File: src/rtl/st_dma_ctrl.sv
// Atari ST DMA controller register block: CPU register decode, FDC strobe
// generation, and DMA address / sector-count bookkeeping for 16-byte blocks.
module st_dma_ctrl #(
  parameter int BLOCKS_PER_SECTOR = 32
) (
  input  logic        clk,
  input  logic        reset_n,
  input  logic        cpu_sel,
  input  logic        cpu_rw,
  input  logic [2:0]  cpu_addr,
  input  logic [15:0] cpu_din,
  output logic [15:0] cpu_dout,
  output logic        fdc_sel,
  output logic        fdc_rw,
  output logic [1:0]  fdc_addr,
  output logic [7:0]  fdc_din,
  input  logic [7:0]  fdc_dout,
  input  logic        io_block_done,
  output logic [23:0] dma_addr,
  output logic        dma_dir,
  output logic [7:0]  dma_sector_cnt
);

  localparam int BW = (BLOCKS_PER_SECTOR > 1) ? $clog2(BLOCKS_PER_SECTOR) : 1;
  localparam logic [BW-1:0] BLK_LAST = BW'(BLOCKS_PER_SECTOR - 1);

  typedef enum logic [1:0] {S_IDLE, S_STROBE, S_LATCH, S_HOLD} fdc_state_t;

  fdc_state_t    state, state_nxt;
  logic          sel_d;
  logic [8:0]    mode;
  logic [7:0]    sector_cnt;
  logic [BW-1:0] blk_cnt;
  logic          error;
  logic [7:0]    rd_latch;
  logic          start, wr, fdc_access;
  logic          unused_bits;

  // One action per CPU bus cycle: only the rising edge of cpu_sel counts.
  assign start      = cpu_sel & ~sel_d;
  assign wr         = start & ~cpu_rw;
  assign fdc_access = start & (cpu_addr == 3'd2) & ~mode[4] & ~mode[3];

  always_ff @(posedge clk or negedge reset_n) begin
    if (!reset_n) state <= S_IDLE;
    else          state <= state_nxt;
  end

  always_comb begin
    state_nxt = state;
    case (state)
      S_IDLE:   if (fdc_access) state_nxt = S_STROBE;
      S_STROBE: state_nxt = fdc_rw ? S_LATCH : S_HOLD;
      S_LATCH:  state_nxt = S_HOLD;
      S_HOLD:   if (!cpu_sel) state_nxt = S_IDLE;
      default:  state_nxt = S_IDLE;
    endcase
  end

  always_ff @(posedge clk or negedge reset_n) begin
    if (!reset_n) begin
      fdc_sel  <= 1'b0;
      fdc_rw   <= 1'b1;
      fdc_addr <= 2'd0;
      fdc_din  <= 8'd0;
      rd_latch <= 8'd0;
    end else begin
      fdc_sel <= (state == S_IDLE) && fdc_access;
      if ((state == S_IDLE) && fdc_access) begin
        fdc_rw   <= cpu_rw;
        fdc_addr <= mode[2:1];
        fdc_din  <= cpu_din[7:0];
      end
      if ((state == S_STROBE) && fdc_rw) rd_latch <= fdc_dout;
    end
  end

  // Block-done updates first; a same-clock CPU write then overrides only the
  // fields it targets, so the untouched fields keep the block-done update.
  always_ff @(posedge clk or negedge reset_n) begin
    if (!reset_n) begin
      sel_d      <= 1'b0;
      mode       <= 9'd0;
      sector_cnt <= 8'd0;
      blk_cnt    <= '0;
      error      <= 1'b0;
      dma_addr   <= 24'd0;
    end else begin
      sel_d <= cpu_sel;
      if (io_block_done) begin
        if (sector_cnt == 8'd0) begin
          error <= 1'b1;
        end else begin
          dma_addr <= dma_addr + 24'd16;
          if (blk_cnt == BLK_LAST) begin
            blk_cnt    <= '0;
            sector_cnt <= sector_cnt - 8'd1;
          end else begin
            blk_cnt <= blk_cnt + BW'(1);
          end
        end
      end
      if (wr) begin
        case (cpu_addr)
          3'd2: if (mode[4]) begin
            sector_cnt <= cpu_din[7:0];
            blk_cnt    <= '0;
            error      <= 1'b0;
          end
          3'd3: begin
            mode <= cpu_din[8:0];
            if (cpu_din[8] != mode[8]) begin
              blk_cnt <= '0;
              error   <= 1'b0;
            end
          end
          3'd4: dma_addr[23:16] <= cpu_din[7:0];
          3'd5: dma_addr[15:8]  <= cpu_din[7:0];
          3'd6: dma_addr[7:1]   <= cpu_din[7:1];
          default: ;
        endcase
      end
    end
  end

  always_comb begin
    cpu_dout = 16'd0;
    if (cpu_sel && cpu_rw) begin
      case (cpu_addr)
        3'd2: begin
          if (mode[4])                          cpu_dout = {8'h00, sector_cnt};
          else if (!mode[3] && state == S_HOLD) cpu_dout = {8'h00, rd_latch};
        end
        3'd3:    cpu_dout = {13'd0, 1'b0, sector_cnt != 8'd0, ~error};
        3'd4:    cpu_dout = {8'h00, dma_addr[23:16]};
        3'd5:    cpu_dout = {8'h00, dma_addr[15:8]};
        3'd6:    cpu_dout = {8'h00, dma_addr[7:0]};
        default: cpu_dout = 16'd0;
      endcase
    end
  end

  assign dma_dir        = mode[8];
  assign dma_sector_cnt = sector_cnt;
  assign unused_bits    = ^{cpu_din[15:9], mode[7:5], mode[0]};

endmodule

File: config.mk
export PLATFORM = sky130hd
export DESIGN_NAME = st_dma_ctrl
export DESIGN_NICKNAME = d
export VERILOG_FILES = /design/src/rtl/st_dma_ctrl.sv
export SDC_FILE = /design/constraint.sdc
export NUM_CORES = 1
export LEC_CHECK = 0
export ABC_AREA = 0
export CORE_AREA = 2 2 99 101
export CTS_CLUSTER_SIZE = 12
export DETAILED_ROUTE_END_ITERATION = 7
export DIE_AREA = 0 0 101 103
export GPL_TIMING_DRIVEN = 0
export HOLD_SLACK_MARGIN = 0.03
export PLACE_DENSITY = 0.69
export SLEW_MARGIN = 40
export SYNTH_ARGS = -nofsm -noshare
export SYNTH_HDL_FRONTEND = slang
export SYNTH_SLANG_ARGS = --single-unit
export TNS_END_PERCENT = 1
File: constraint.sdc
create_clock -name clk -period 2 [get_ports clk]
set_input_delay 0.4 -clock clk [delete_from_list [all_inputs] [get_ports clk]]
set_output_delay 0.4 -clock clk [all_outputs]
set_load 0.02 [all_outputs]
## Word level (Yosys, flattened, before mapping)

Index checks and enable logic that the tools add are counted.

| word-level totals | value |
|---|---|
| flip-flop bits (word level) | 70 |
| input port bits | 32 |
| output and inout port bits | 61 |
| word-level logic and storage cells | 83 |

| cells by class | value |
|---|---|
| $add $sub $neg | 3 |
| eq/ne operators | 12 |
| muxes and demuxes | 33 |
| bitwise gates (word level) | 11 |
| reduce and logical (&&, ||, !) cells | 11 |

Operators with widths:

| kind | count |
|---|---|
| $mux 8 | 10 |
| $pmux 16 s5 | 1 |
| $mux 24 | 2 |
| $mux 5 | 6 |
| $add 24x5->24 const B | 1 |
| $mux 23 | 1 |
| $mux 16 | 1 |
| $pmux 5 s2 | 1 |
| $eq 3x3->1 const B | 3 |
| $logic_not 8->1 | 1 |
| $pmux 2 s4 | 1 |
| $reduce_bool 8->1 | 1 |
| $sub 8x1->8 const B | 1 |
| $mux 7 | 1 |
| $eq 3x2->1 const B | 2 |
| $mux 1 | 6 |
| $not 1->1 | 6 |
| $reduce_and 2->1 | 3 |
| $add 5x1->5 const B | 1 |
| $and 1x1->1 | 5 |
| $eq 5x5->1 const B | 1 |
| $eq 2x2->1 const B | 2 |
| $logic_and 1x1->1 | 4 |
| $mux 2 | 2 |
| 6 further kinds | 7 |

## Logic depth before layout (Yosys ltp)

| logic depth | value |
|---|---|
| word-level depth | 7 |
| mapped depth | 9 |
| mapped depth without buffers | 8 |

## Worst setup path after synthesis

Ideal clock, no wire load.

| timing path | value |
|---|---|
| path kind | register -> output |
| start point | register sector_cnt[0] (netlist: dma_sector_cnt[0]) |
| end point | output port cpu_dout[1] |
| data arrival time | 1.865 ns |
| data required time | 1.600 ns |
| setup slack | -0.265 ns |
| stages on the path, launching flop included | 8 |
| buffers on the path | 0 |
| cell sequence | dfrtp_1 inv_1 ha_1 or3b_2 o21ai_0 o21ai_0 a222oi_1 nor2_1 |

| between the ends | value |
|---|---|
| cells in the longest elaborated chain, start to end | 3 |

RTL lines:

| item | line | text |
|---|---|---|
| start, declared | 32 | `logic [7:0] sector_cnt;` |
| start signal, assigned | 97 | `sector_cnt <= sector_cnt - 8'd1;` |
| start signal, assigned | 106 | `sector_cnt <= cpu_din[7:0];` |
| $reduce_bool 8->1 | 134 | `3'd3: cpu_dout = {13'd0, 1'b0, sector_cnt != 8'd0, ~error};` |
| $pmux 16 s5 | 129 | `case (cpu_addr)` |
| $mux 16 | 128 | `if (cpu_sel && cpu_rw) begin` |
| end, declared | 12 | `output logic [15:0] cpu_dout,` |

Every way passes these cells.

## Final worst setup path

Ends and elaborated chain as after synthesis.

==> impl_metrics.yaml <==
floorplan:
  core_sq_um: 9460
  die_h_um: 103
  die_area_sq_um: 10400
  top_level_ports: 93
  die_w_um: 101
  num_rows: 36
  initial_core_util_pct: 38.5
routing:
  wl_per_cell_um: 18.1
  drcViolationCount: 0
  viasPerCell: 5.51
  firstDrtPassIters: 5
  via_count: 3274
  drt_iter0_drc: 172
  antenna_left: 0
  drt_wl_total_um: 10800
final_layout:
  syn2layout_area_growth_pct: 39.6
  fin_util_pct: 53.7
  regArea_sq_um: 1640
  final_cell_mix: "clkdlybuf4s50_1, dfrtp_1, nand2_1"
  n_antenna_cell: 0
  fillers: 843
  drive_gt1_share_pct: 26.0
  nNetsFinal: 516
  design_area_sq_um: 5080
  fin_cells: 594
  multi_input_area_sq_um: 2050
  layout_commonest_cell: "clkdlybuf4s50_1"
pwr:
  leakagePower_uw: 0.00213
  powerDensity_nw_per_um2: 1290
  ir_worst_vdd_mv: 0.615
synth:
  synth_cell_types: 52
  yosys_warnings: 0
  ys_ff_latch: 65
  synth_edf_count: 0
  syn_inst: 372
  synthFlopType: "dfrtp_1"
  synthArstFlopShare_pct: 100
  ys_seq_area_share_pct: 44.8
  syn_avg_cell_area_sq_um: 9.78
  synth_area_sq_um: 3640
timing:
  min_period_ps: 2480
  tns_ps: -2000
  skew_ps: 7.59
  setup_viol: 9
  rsz0062_at_grt: "yes"
  worst_slack_ps: -478
  slew_viol_final: 0
  period_share_pct: 124
  slew_headroom_pct: 60.1
  hold_violations: 0
  tightest_slew_ps: 598
  fmax_ghz: 0.404
  timing.hold.ws_ps: 422
clock_network:
  cts_tree: "yes"
  cts_buffers: 9
  clk-insertion-delay-late_ps: 350
  htreeDepth: 3
  clock_sinks: 65
  clkSlewWorstSetupHoldPaths_ps: 80
  ctsLongestPathBuffers: 2
  cts_root_buf: "clkbuf_8"
global_route:
  antenna_found_initial: 0
  overflow: 0
  grt_pass1_vias: 3143
  grt_pass1_wl_um: 16700
  globalRouteTotalUtil_pct: 21.5
  grt_max_degree: 41
place:
  hpwl_um: 7760
  gp_congestion: 0.883
  place_area_sq_um: 4640
  io_buffers: 76
  dp_cells: 571
worst_setup_path:
  setup.worst_path.start_class: "flop"
  cp_cell_sequence: "inv_4 > ha_4 > or3b_4 > o21ai_1 > o21ai_1 > a222oi_1 > nor2_2 > buf_6"
  critPathKind: "reg -> out"
  cp_num_buf_inv: 2
  cp_max_fo: 3
  crit_family: "compound AO/OA/AOI/OAI gates"
  slowest_delay_ps: 430
  crit_required_ps: 1600
  cpMostUsedCell: "o21ai_1"
  slowest_stage: "dfrtp_2"
  arrival_ps: 2080
  critPathCaptureType: "output port"
min_path:
  hold_path.class: "in -> reg"
flow_run:
  drv_cap: 0
status:
  failed_checks: "setup timing"
  run_status: "complete, but fails checks"
## registers in the layout, indices dropped and copies added (netlist names)
register,flops
dma_addr,23
dma_sector_cnt,8
fdc_din,8
rd_latch,8
blk_cnt,5
mode,5
fdc_addr,2
state,2
error,1
fdc_rw,1
fdc_sel,1
sel_d,1
## per-stage QoR
step / power (uW) / worst slack (ps)
finish: 6560 / -478
global route: 6950 / -577
CTS: 6490 / -493
detailed placement: 4990 / -1420
global placement: 4900 / -1910
floorplan: 3840 / -109
## synthesized netlist by cell type (all sizes together) (2+ instances only)
cell,count,area [sq um]
o21ai,15,78.8
nor3b,3,27.5
nand3,15,75.1
nand2,36,135
or3b,2,17.5
a21oi,39,199
nor2b,6,37.5
a22oi,7,52.6
ha,9,113
buf,16,109
nand4,7,43.8
nand3b,2,15.0
mux2,29,330
mux2i,10,100
nor4,6,37.5
and3,2,12.5
a31oi,2,12.5
a22o,3,26.3
nor3,6,30.0
and4,2,17.5
nor2,31,119
dfrtp,64,1600
xor2,12,105
inv,7,26.3
and2,3,18.8
or4,2,18.8
xnor2,12,105
clkbuf,8,30.0
or3,2,12.5
## power by group
part	leakage (uW)	internal, uW	total, uW	switching [uW]
logic	0.00123	1460	2890	1440
registers	0.000788	1800	2370	569
clock network	0.000115	766	1290	527
total	0.00213	4030	6560	2530
## layout make-up
class | count | share of cell area (%)
Sequential cell | 65 | 32.2
Tap cell | 114 | 2.81
Buffer | 23 | 3.20
Multi-Input combinational cell | 284 | 40.4
Timing Repair Buffer | 85 | 16.2
Clock inverter | 5 | 1.53
Clock buffer | 11 | 2.98
Inverter | 7 | 0.567
## metal layers
metal	share of wire, %	global-route usage [%]	up-vias
li1	-	-	1519
met4	2.9	10.3	0
met1	43	27.6	1600
met5	0	0	-
met2	48	35.0	132
met3	5.8	4.34	23
## worst paths after layout
| check | to | startpoint | slack (ps) | cells past startpoint |
|---|---|---|---|---|
| max | cpu_dout[1] | dma_sector_cnt[0] | -480 | 8 |
| min in group asynchronous | dma_sector_cnt[3] | reset_n | 500 | 2 |
| max reg2reg | dma_sector_cnt[7] | blk_cnt[0] | -10 | 9 |
| min reg2reg | fdc_addr[0] | mode[1] | 500 | 1 |
| min | sel_d | cpu_sel | 420 | 1 |
| max in group asynchronous | fdc_rw | reset_n | 900 | 3 |
## kinds of logic after synthesis
| logic type | count (synthesis) | share of synthesized area, % |
|---|---|---|
| and+or+nand+nor | 129 | 17.9 |
| AOI/OAI and AO/OA | 74 | 12.0 |
| DFF | 65 | 44.8 |
| muxes | 39 | 11.8 |
| buffers and inverters | 31 | 4.54 |
| xor gates and xnor gates | 24 | 5.78 |
| adders and majority gates | 9 | 3.10 |
| other | 1 | 0.103 |
## worst register-to-register path, delay by kind of cell (launching register included)
family / cells / cell delay (ps)
and+or+nand+nor: 4 / 680
AOI/OAI and AO/OA: 1 / 210
DFF: 1 / 390
xor gates and xnor gates: 1 / 150
adders and majority gates: 2 / 330
buffers and inverters: 1 / 150
## repair_timing
action,CTS,global route
endpoints found under the hold margin,25,0
setup endpoints to repair,59,26
resized for setup,80,11
hold buffers,1,0
setup buffers,7,0
pin swaps,8,1
No activity file was read; power rests on OpenSTA's default activity.
